**src/rtl/wb_stat_ctrl_if.sv**
```systemverilog
// Bus bundle for wb_stat_ctrl: pixel stream with colour flags, ROI configuration,
// and the latched-result handshake towards the gain-calc side.
interface wb_stat_ctrl_if #(
   parameter int SENSOR_DAT_WIDTH = 10,
   parameter int WIN_WIDTH        = 16,
   parameter int SUM_WIDTH        = 32
);
   logic                        i_stat_en;
   logic [WIN_WIDTH-1:0]        iv_offset_x;
   logic [WIN_WIDTH-1:0]        iv_offset_y;
   logic [WIN_WIDTH-1:0]        iv_width;
   logic [WIN_WIDTH-1:0]        iv_height;
   logic                        i_fval;
   logic                        i_lval;
   logic                        i_r_flag;
   logic                        i_g_flag;
   logic                        i_b_flag;
   logic [SENSOR_DAT_WIDTH-1:0] iv_pix_data;
   logic                        o_stat_valid;
   logic                        i_stat_ack;
   logic [SUM_WIDTH-1:0]        ov_r_sum;
   logic [SUM_WIDTH-1:0]        ov_g_sum;
   logic [SUM_WIDTH-1:0]        ov_b_sum;
   logic                        o_busy;

   modport master (
      output i_stat_en, iv_offset_x, iv_offset_y, iv_width, iv_height,
             i_fval, i_lval, i_r_flag, i_g_flag, i_b_flag, iv_pix_data, i_stat_ack,
      input  o_stat_valid, ov_r_sum, ov_g_sum, ov_b_sum, o_busy
   );

   modport slave (
      input  i_stat_en, iv_offset_x, iv_offset_y, iv_width, iv_height,
             i_fval, i_lval, i_r_flag, i_g_flag, i_b_flag, iv_pix_data, i_stat_ack,
      output o_stat_valid, ov_r_sum, ov_g_sum, ov_b_sum, o_busy
   );
endinterface

```
**src/rtl/wb_stat_ctrl.sv**
```systemverilog
// Per-frame white-balance statistics: saturating R/G/B sums over a programmable ROI,
// captured only from clean frame starts and held until acknowledged.
module wb_stat_ctrl #(
   parameter int SENSOR_DAT_WIDTH = 10,
   parameter int WIN_WIDTH        = 16,
   parameter int SUM_WIDTH        = 32
) (
   input logic           clk,
   input logic           reset_n,
   wb_stat_ctrl_if.slave bus
);

   typedef enum logic [1:0] {ST_SYNC, ST_WAIT, ST_ACCUM, ST_DONE} state_t;

   state_t                state_q, state_d;
   logic                  fval_dly_q, lval_dly_q;
   logic [WIN_WIDTH-1:0]  x_cnt_q, x_cnt_d;
   logic [WIN_WIDTH-1:0]  y_cnt_q, y_cnt_d;
   logic [WIN_WIDTH-1:0]  off_x_q, off_x_d, off_y_q, off_y_d;
   logic [WIN_WIDTH-1:0]  width_q, width_d, height_q, height_d;
   logic [SUM_WIDTH-1:0]  r_acc_q, r_acc_d, g_acc_q, g_acc_d, b_acc_q, b_acc_d;
   logic [SUM_WIDTH-1:0]  r_out_q, r_out_d, g_out_q, g_out_d, b_out_q, b_out_d;
   logic                  valid_q, valid_d;

   logic                  fval_rise, fval_fall, lval_fall;
   logic                  frame_start, acc_en, in_win;
   logic [WIN_WIDTH-1:0]  cfg_off_x, cfg_off_y, cfg_width, cfg_height, y_pix;
   logic [WIN_WIDTH:0]    x_pos, y_pos, x_lo, x_hi, y_lo, y_hi;
   logic [SUM_WIDTH-1:0]  r_base, g_base, b_base, r_new, g_new, b_new;

   function automatic logic [SUM_WIDTH-1:0] sat_add(
      input logic [SUM_WIDTH-1:0]        acc,
      input logic [SENSOR_DAT_WIDTH-1:0] pix
   );
      logic [SUM_WIDTH:0] s;
      s = {1'b0, acc} + {{(SUM_WIDTH + 1 - SENSOR_DAT_WIDTH){1'b0}}, pix};
      return s[SUM_WIDTH] ? {SUM_WIDTH{1'b1}} : s[SUM_WIDTH-1:0];
   endfunction

   assign fval_rise   = bus.i_fval & ~fval_dly_q;
   assign fval_fall   = ~bus.i_fval & fval_dly_q;
   assign lval_fall   = ~bus.i_lval & lval_dly_q;
   assign frame_start = (state_q == ST_WAIT) & bus.i_stat_en & fval_rise;

   always_comb begin
      x_cnt_d = bus.i_lval ? x_cnt_q + 1'b1 : '0;
      y_cnt_d = y_cnt_q;
      if (fval_rise) begin
         y_cnt_d = '0;
      end else if (lval_fall) begin
         y_cnt_d = y_cnt_q + 1'b1;
      end
   end

   // The frame-start pixel is judged against the live config and line 0,
   // since the shadow registers and y counter only update at the end of that cycle.
   always_comb begin
      cfg_off_x  = frame_start ? bus.iv_offset_x : off_x_q;
      cfg_off_y  = frame_start ? bus.iv_offset_y : off_y_q;
      cfg_width  = frame_start ? bus.iv_width    : width_q;
      cfg_height = frame_start ? bus.iv_height   : height_q;
      y_pix      = fval_rise ? '0 : y_cnt_q;
      x_pos      = {1'b0, x_cnt_q};
      y_pos      = {1'b0, y_pix};
      x_lo       = {1'b0, cfg_off_x};
      y_lo       = {1'b0, cfg_off_y};
      x_hi       = {1'b0, cfg_off_x} + {1'b0, cfg_width};
      y_hi       = {1'b0, cfg_off_y} + {1'b0, cfg_height};
      in_win     = (x_pos >= x_lo) && (x_pos < x_hi) && (y_pos >= y_lo) && (y_pos < y_hi);
      acc_en     = (frame_start | (state_q == ST_ACCUM)) & bus.i_fval & bus.i_lval & in_win;
   end

   always_comb begin
      r_base = frame_start ? '0 : r_acc_q;
      g_base = frame_start ? '0 : g_acc_q;
      b_base = frame_start ? '0 : b_acc_q;
      r_new  = r_base;
      g_new  = g_base;
      b_new  = b_base;
      if (acc_en) begin
         if (bus.i_r_flag) begin
            r_new = sat_add(r_base, bus.iv_pix_data);
         end else if (bus.i_g_flag) begin
            g_new = sat_add(g_base, bus.iv_pix_data);
         end else if (bus.i_b_flag) begin
            b_new = sat_add(b_base, bus.iv_pix_data);
         end
      end
   end

   always_comb begin
      state_d  = state_q;
      valid_d  = valid_q;
      off_x_d  = off_x_q;
      off_y_d  = off_y_q;
      width_d  = width_q;
      height_d = height_q;
      r_acc_d  = r_acc_q;
      g_acc_d  = g_acc_q;
      b_acc_d  = b_acc_q;
      r_out_d  = r_out_q;
      g_out_d  = g_out_q;
      b_out_d  = b_out_q;
      case (state_q)
         ST_SYNC: begin
            if (bus.i_stat_en && !bus.i_fval) begin
               state_d = ST_WAIT;
            end
         end
         ST_WAIT: begin
            if (!bus.i_stat_en) begin
               state_d = ST_SYNC;
            end else if (fval_rise) begin
               state_d  = ST_ACCUM;
               off_x_d  = bus.iv_offset_x;
               off_y_d  = bus.iv_offset_y;
               width_d  = bus.iv_width;
               height_d = bus.iv_height;
               r_acc_d  = r_new;
               g_acc_d  = g_new;
               b_acc_d  = b_new;
            end
         end
         ST_ACCUM: begin
            if (!bus.i_stat_en) begin
               state_d = ST_SYNC;
            end else begin
               r_acc_d = r_new;
               g_acc_d = g_new;
               b_acc_d = b_new;
               if (fval_fall) begin
                  state_d = ST_DONE;
                  r_out_d = r_acc_q;
                  g_out_d = g_acc_q;
                  b_out_d = b_acc_q;
               end
            end
         end
         ST_DONE: begin
            // Valid comes up one cycle after entering DONE; ack is only honoured once it is visible.
            if (valid_q && bus.i_stat_ack) begin
               valid_d = 1'b0;
               state_d = ST_SYNC;
            end else begin
               valid_d = 1'b1;
            end
         end
         default: state_d = ST_SYNC;
      endcase
   end

   always_ff @(posedge clk) begin
      if (!reset_n) begin
         state_q    <= ST_SYNC;
         fval_dly_q <= 1'b0;
         lval_dly_q <= 1'b0;
         x_cnt_q    <= '0;
         y_cnt_q    <= '0;
         off_x_q    <= '0;
         off_y_q    <= '0;
         width_q    <= '0;
         height_q   <= '0;
         r_acc_q    <= '0;
         g_acc_q    <= '0;
         b_acc_q    <= '0;
         r_out_q    <= '0;
         g_out_q    <= '0;
         b_out_q    <= '0;
         valid_q    <= 1'b0;
      end else begin
         state_q    <= state_d;
         fval_dly_q <= bus.i_fval;
         lval_dly_q <= bus.i_lval;
         x_cnt_q    <= x_cnt_d;
         y_cnt_q    <= y_cnt_d;
         off_x_q    <= off_x_d;
         off_y_q    <= off_y_d;
         width_q    <= width_d;
         height_q   <= height_d;
         r_acc_q    <= r_acc_d;
         g_acc_q    <= g_acc_d;
         b_acc_q    <= b_acc_d;
         r_out_q    <= r_out_d;
         g_out_q    <= g_out_d;
         b_out_q    <= b_out_d;
         valid_q    <= valid_d;
      end
   end

   assign bus.o_stat_valid = valid_q;
   assign bus.ov_r_sum     = r_out_q;
   assign bus.ov_g_sum     = g_out_q;
   assign bus.ov_b_sum     = b_out_q;
   assign bus.o_busy       = (state_q == ST_ACCUM);

endmodule
```
**src/flat_wrapper.sv**
```systemverilog
// flat-port wrapper written by rule: the top's interface ports become plain ports
module wb_stat_ctrl_flat 
#(
   parameter int SENSOR_DAT_WIDTH = 10,
   parameter int WIN_WIDTH        = 16,
   parameter int SUM_WIDTH        = 32
)
  (clk, reset_n, bus_i_stat_en, bus_iv_offset_x, bus_iv_offset_y, bus_iv_width, bus_iv_height, bus_i_fval, bus_i_lval, bus_i_r_flag, bus_i_g_flag, bus_i_b_flag, bus_iv_pix_data, bus_i_stat_ack, bus_o_stat_valid, bus_ov_r_sum, bus_ov_g_sum, bus_ov_b_sum, bus_o_busy);
  wb_stat_ctrl_if #(.SENSOR_DAT_WIDTH(SENSOR_DAT_WIDTH), .WIN_WIDTH(WIN_WIDTH), .SUM_WIDTH(SUM_WIDTH)) bus_i ();
  input logic clk;
  input logic reset_n;
  input wire logic [$bits(bus_i.i_stat_en)-1:0] bus_i_stat_en;
  input wire logic [$bits(bus_i.iv_offset_x)-1:0] bus_iv_offset_x;
  input wire logic [$bits(bus_i.iv_offset_y)-1:0] bus_iv_offset_y;
  input wire logic [$bits(bus_i.iv_width)-1:0] bus_iv_width;
  input wire logic [$bits(bus_i.iv_height)-1:0] bus_iv_height;
  input wire logic [$bits(bus_i.i_fval)-1:0] bus_i_fval;
  input wire logic [$bits(bus_i.i_lval)-1:0] bus_i_lval;
  input wire logic [$bits(bus_i.i_r_flag)-1:0] bus_i_r_flag;
  input wire logic [$bits(bus_i.i_g_flag)-1:0] bus_i_g_flag;
  input wire logic [$bits(bus_i.i_b_flag)-1:0] bus_i_b_flag;
  input wire logic [$bits(bus_i.iv_pix_data)-1:0] bus_iv_pix_data;
  input wire logic [$bits(bus_i.i_stat_ack)-1:0] bus_i_stat_ack;
  output wire logic [$bits(bus_i.o_stat_valid)-1:0] bus_o_stat_valid;
  output wire logic [$bits(bus_i.ov_r_sum)-1:0] bus_ov_r_sum;
  output wire logic [$bits(bus_i.ov_g_sum)-1:0] bus_ov_g_sum;
  output wire logic [$bits(bus_i.ov_b_sum)-1:0] bus_ov_b_sum;
  output wire logic [$bits(bus_i.o_busy)-1:0] bus_o_busy;
  assign bus_i.i_stat_en = bus_i_stat_en;
  assign bus_i.iv_offset_x = bus_iv_offset_x;
  assign bus_i.iv_offset_y = bus_iv_offset_y;
  assign bus_i.iv_width = bus_iv_width;
  assign bus_i.iv_height = bus_iv_height;
  assign bus_i.i_fval = bus_i_fval;
  assign bus_i.i_lval = bus_i_lval;
  assign bus_i.i_r_flag = bus_i_r_flag;
  assign bus_i.i_g_flag = bus_i_g_flag;
  assign bus_i.i_b_flag = bus_i_b_flag;
  assign bus_i.iv_pix_data = bus_iv_pix_data;
  assign bus_i.i_stat_ack = bus_i_stat_ack;
  assign bus_o_stat_valid = bus_i.o_stat_valid;
  assign bus_ov_r_sum = bus_i.ov_r_sum;
  assign bus_ov_g_sum = bus_i.ov_g_sum;
  assign bus_ov_b_sum = bus_i.ov_b_sum;
  assign bus_o_busy = bus_i.o_busy;
  wb_stat_ctrl #(.SENSOR_DAT_WIDTH(SENSOR_DAT_WIDTH), .WIN_WIDTH(WIN_WIDTH), .SUM_WIDTH(SUM_WIDTH)) u_core (.clk(clk), .reset_n(reset_n), .bus(bus_i));
endmodule
```
**config.mk**
```make
export PLATFORM = sky130hd
export DESIGN_NAME = wb_stat_ctrl_flat
export DESIGN_NICKNAME = d
export VERILOG_FILES = /design/src/rtl/wb_stat_ctrl_if.sv /design/src/rtl/wb_stat_ctrl.sv /design/src/flat_wrapper.sv
export SDC_FILE = /design/constraint.sdc
export NUM_CORES = 1
export LEC_CHECK = 0
export BUFFER_PORTS_ARGS = -buffer_cell sky130_fd_sc_hd__buf_2
export CORE_ASPECT_RATIO = 0.5
export CORE_UTILIZATION = 40
export CTS_CLUSTER_SIZE = 24
export DETAILED_ROUTE_END_ITERATION = 6
export SLEW_MARGIN = 25
export SYNTH_ARGS = -nofsm -noshare
export SYNTH_HDL_FRONTEND = slang
export SYNTH_SLANG_ARGS = --single-unit
```
**constraint.sdc**
```tcl
create_clock -name clk -period 7.1 [get_ports clk]
set_clock_uncertainty 0.2 [all_clocks]
set_input_delay 1.065 -clock clk [delete_from_list [all_inputs] [get_ports clk]]
set_output_delay 1.065 -clock clk [all_outputs]
set_load 0.05 [all_outputs]
```
==> results_dict.tcl <==
set metrics [dict create \
    yosys_warnings 0 \
    synth-seq-area-share_pct 35.6 \
    die-area_mm2 0.0421 \
    clk_latency_ns 0.57 \
    port_buffers 180 \
    total_power_mw 3.47 \
    cts_buffers 29 \
    hold_viol 0 \
    rows 52 \
    layout-drive-gt1-share_pct 14.2 \
    hold_start "u_core.bus.ov_g_sum[17]$_SDFFE_PN0P_" \
    synth_area_mm2 0.0165 \
    max_slew.worst_pin.slew_ns 0.962 \
    synth_top_area_share_pct 35.6 \
    reg2regPathDepth 26 \
    grt_util_met1_pct 31.4 \
    setup_tns_ns 0 \
    drt_wl_total_um 48500 \
    yosysTopAreaCell "dfxtp_1" \
    r2r-start "u_core.state_q[0]$_SDFFE_PN0P_" \
    firstDrtPassIters 5 \
    switching_power_mw 0.831 \
    netlist_instances 2070 \
    ant_nets 0 \
    synth.area.top_cells "dfxtp_1 36%, ha_1 9.4%, nand2_1 9.3%" \
    synth_nets 2282 \
    setup_ws_ns 0.542 \
    drc 0 \
    gp_congestion 0.932 \
    dpl_cell_area_mm2 0.0181 \
    avgSynthCellArea_um2 7.96 \
    slew_viol_final 0 \
    syn_to_final_growth_pct 15.6 \
    start_util_pct 40.7 \
    worstPathMaxFanout 16 \
    cp_data_arrival_time_ns 6.78 \
    path_class "in2reg" \
    fp.dieH_um 146 \
    finalHoldWorstSlack_ns 0.249 \
    holdPathEnd "u_core.bus.ov_g_sum[17]$_SDFFE_PN0P_" \
    p_per_area_mw_per_mm2 182 \
    use_met3_pct 4.08 \
    fin_nets 2443 \
    grt_max_degree 117 \
    gr-max-usage-layer "met2" \
    synth_edf_count 0 \
    clk_pin_slew_worst_paths_ns 0.06 \
    antenna_found_initial 2 \
    grt_first_pass_wirelength_um 77700 \
    setup_viol 0 \
    postCtsHoldBufs 0 \
    grt_usage_pct 22.7 \
    post-route-min-period_ns 6.56 \
    core_area_mm2 0.0405 \
    outcome "finished clean" \
    cp-end-kind "register" \
    synth-seq-cells 293 \
    r2r_slack_ns 0.72 \
    die_x_um 289 \
    p_comb_share_pct 6.8 \
    via_per_inst 5.48 \
    grt-ovfl-total 0 \
    grt.met2_usage_pct 35.8 \
    worstHoldPathCells 2 \
    p_int_mw 2.64 \
    pre_cts_ws_ns -0.0730 \
    io_pins 181 \
    ys_types 83 \
    synth_top_flop_cell "dfxtp_1" \
    clockBufferDepth 3 \
    drv_cap 0 \
    hp-class "reg2reg" \
    rsz0062_at_grt "no" \
    cts_max_level 1 \
    drt_iter0_drc 960 \
    stdcell_area_mm2 0.0191 \
    start_kind "input port" \
    required_ns 7.32 \
    grt_pass1_vias 14700 \
    vias 15300 \
    p_seq_share_pct 47.6 \
    p_leak_nw 8.51 \
    final_common_cell "nand2_1" \
    ir_worst_vdd_mv 0.164 \
    max-slew-margin-rel_pct 35.3 \
    async_reset_ff_share_pct 0 \
    final_cell_mix "409 x nand2_1, 293 x dfxtp_1, 251 x a21oi_1" \
    post-route-period-util_pct 92.4 \
    post_cts_buffers 0 \
    cts-root-buf "clkbuf_16" \
    wl_per_cell_um 17.3 \
    clock-sinks 293 \
    fmax_mhz 152 \
    p_clk_share_pct 45.5 \
    cts_tree "done" \
    r2r_end "u_core.g_acc_q[2]$_SDFFE_PN0P_" \
    hpwlAfterDp_um 35000 \
    switching_share_pct 24.0 \
]
## power groups by stage
stage	logic (mW)	clock network (mW)	registers (mW)
4_1_cts	0.238	1.62	1.65
6_report	0.237	1.58	1.65
3_3_place_gp	0.234	0	1.69
2_1_floorplan	0.148	0	1.69
5_1_grt	0.263	1.69	1.65
3_5_place_dp	0.236	0	1.69
## cell usage after synthesis, drive strengths merged (31+ instances only)
cell type    n
nand2      411
dfxtp      293
a21oi      251
nor2       146
ha         124
clkbuf      78
o21ai       63
inv         62
and2        58
nand3       43
xor2        40
mux2i       39
a211oi      35
and3        31
## cells by family (layout without fill, tap and decap cells)
family | count (synthesis) | after routing | share of synthesized area (%)
AOI/OAI and AO/OA | 561 | 561 | 21.7
xor gates and xnor gates | 69 | 69 | 3.67
adders and majority gates | 131 | 131 | 10.1
buffers and inverters | 161 | 344 | 3.87
DFF | 293 | 293 | 35.6
muxes | 43 | 43 | 2.69
other | 0 | 2 | 0
and+or+nand+nor | 812 | 812 | 22.3
## registers in the layout, summed over array words and instances, names as in the netlist
signal,cells
u_core.state_q,2
u_core.lval_dly_q,1
u_core.bus.ov_b_sum,32
u_core.bus.o_stat_valid,1
u_core.width_q,16
u_core.bus.ov_g_sum,32
u_core.off_y_q,16
u_core.g_acc_q,32
u_core.x_cnt_q,16
u_core.r_acc_q,32
u_core.y_cnt_q,16
u_core.height_q,16
u_core.fval_dly_q,1
u_core.bus.ov_r_sum,32
u_core.b_acc_q,32
u_core.off_x_q,16
## worst max-delay path by stage
stage	cells after the start	start	end	slack, ns
after detailed placement	27	bus_i_stat_en	u_core.b_acc_q[4]$_SDFFE_PN0P_	-0.07
final	27	bus_i_stat_en	u_core.g_acc_q[2]$_SDFFE_PN0P_	0.54
after global routing	26	bus_i_stat_en	u_core.g_acc_q[8]$_SDFFE_PN0P_	0.01
after global placement	26	bus_i_stat_en	u_core.r_acc_q[23]$_SDFFE_PN0P_	0.05
after CTS	26	bus_i_stat_en	u_core.r_acc_q[21]$_SDFFE_PN0P_	0.51
after floorplan	28	bus_i_stat_en	u_core.r_acc_q[8]$_SDFFE_PN0P_	0.04
## area by class of cell
class,count,area [um2]
repair buffers,229,1320
flip-flops and latches,293,5870
inverters,62,238
well taps,540,676
clock buffers,42,815
multi-input cells,1616,10000
fillers,4114,21500
clock inverters,11,136
diodes,2,5.00
## routing by layer
| metal | vias to the layer above | part of all wire (%) |
|---|---|---|
| met1 | 7132 | 48 |
| met2 | 392 | 44 |
| li1 | 7699 | - |
| met3 | 81 | 6.0 |
| met5 | - | 0 |
| met4 | 0 | 2.8 |
## critical path, stage by stage
cell	delay (ns)
buf_2	0.12
and4bb_4	0.28
nand2_4	0.10
buf_12	0.17
buf_4	0.17
nand2_1	0.08
nand2_1	0.06
ha_1	0.31
a21oi_1	0.16
o21ai_0	0.18
maj3_1	0.39
nand2b_1	0.21
a311o_1	0.37
a21o_1	0.19
a21oi_1	0.16
xor2_1	0.09
ha_1	0.20
a211oi_1	0.24
o211ai_1	0.14
a211oi_1	0.23
a221o_1	0.27
a31o_2	0.17
o211a_1	0.34
buf_4	0.20
nand3_2	0.15
nor2_1	0.56
a211oi_1	0.15
## stage by stage
stage,std cells,utilization (%)
after floorplan,2070,-
final,2795,47.0
after CTS,2792,46.9
after detailed placement,2739,44.6
after global routing,2795,47.0
after global placement,2739,44.6
## timing repair
action,CTS,global route
gates resized for setup,0,2
setup endpoints to repair,0,11
endpoints found under the hold margin,0,0
Note: power is estimated with default switching activity, not from simulation.
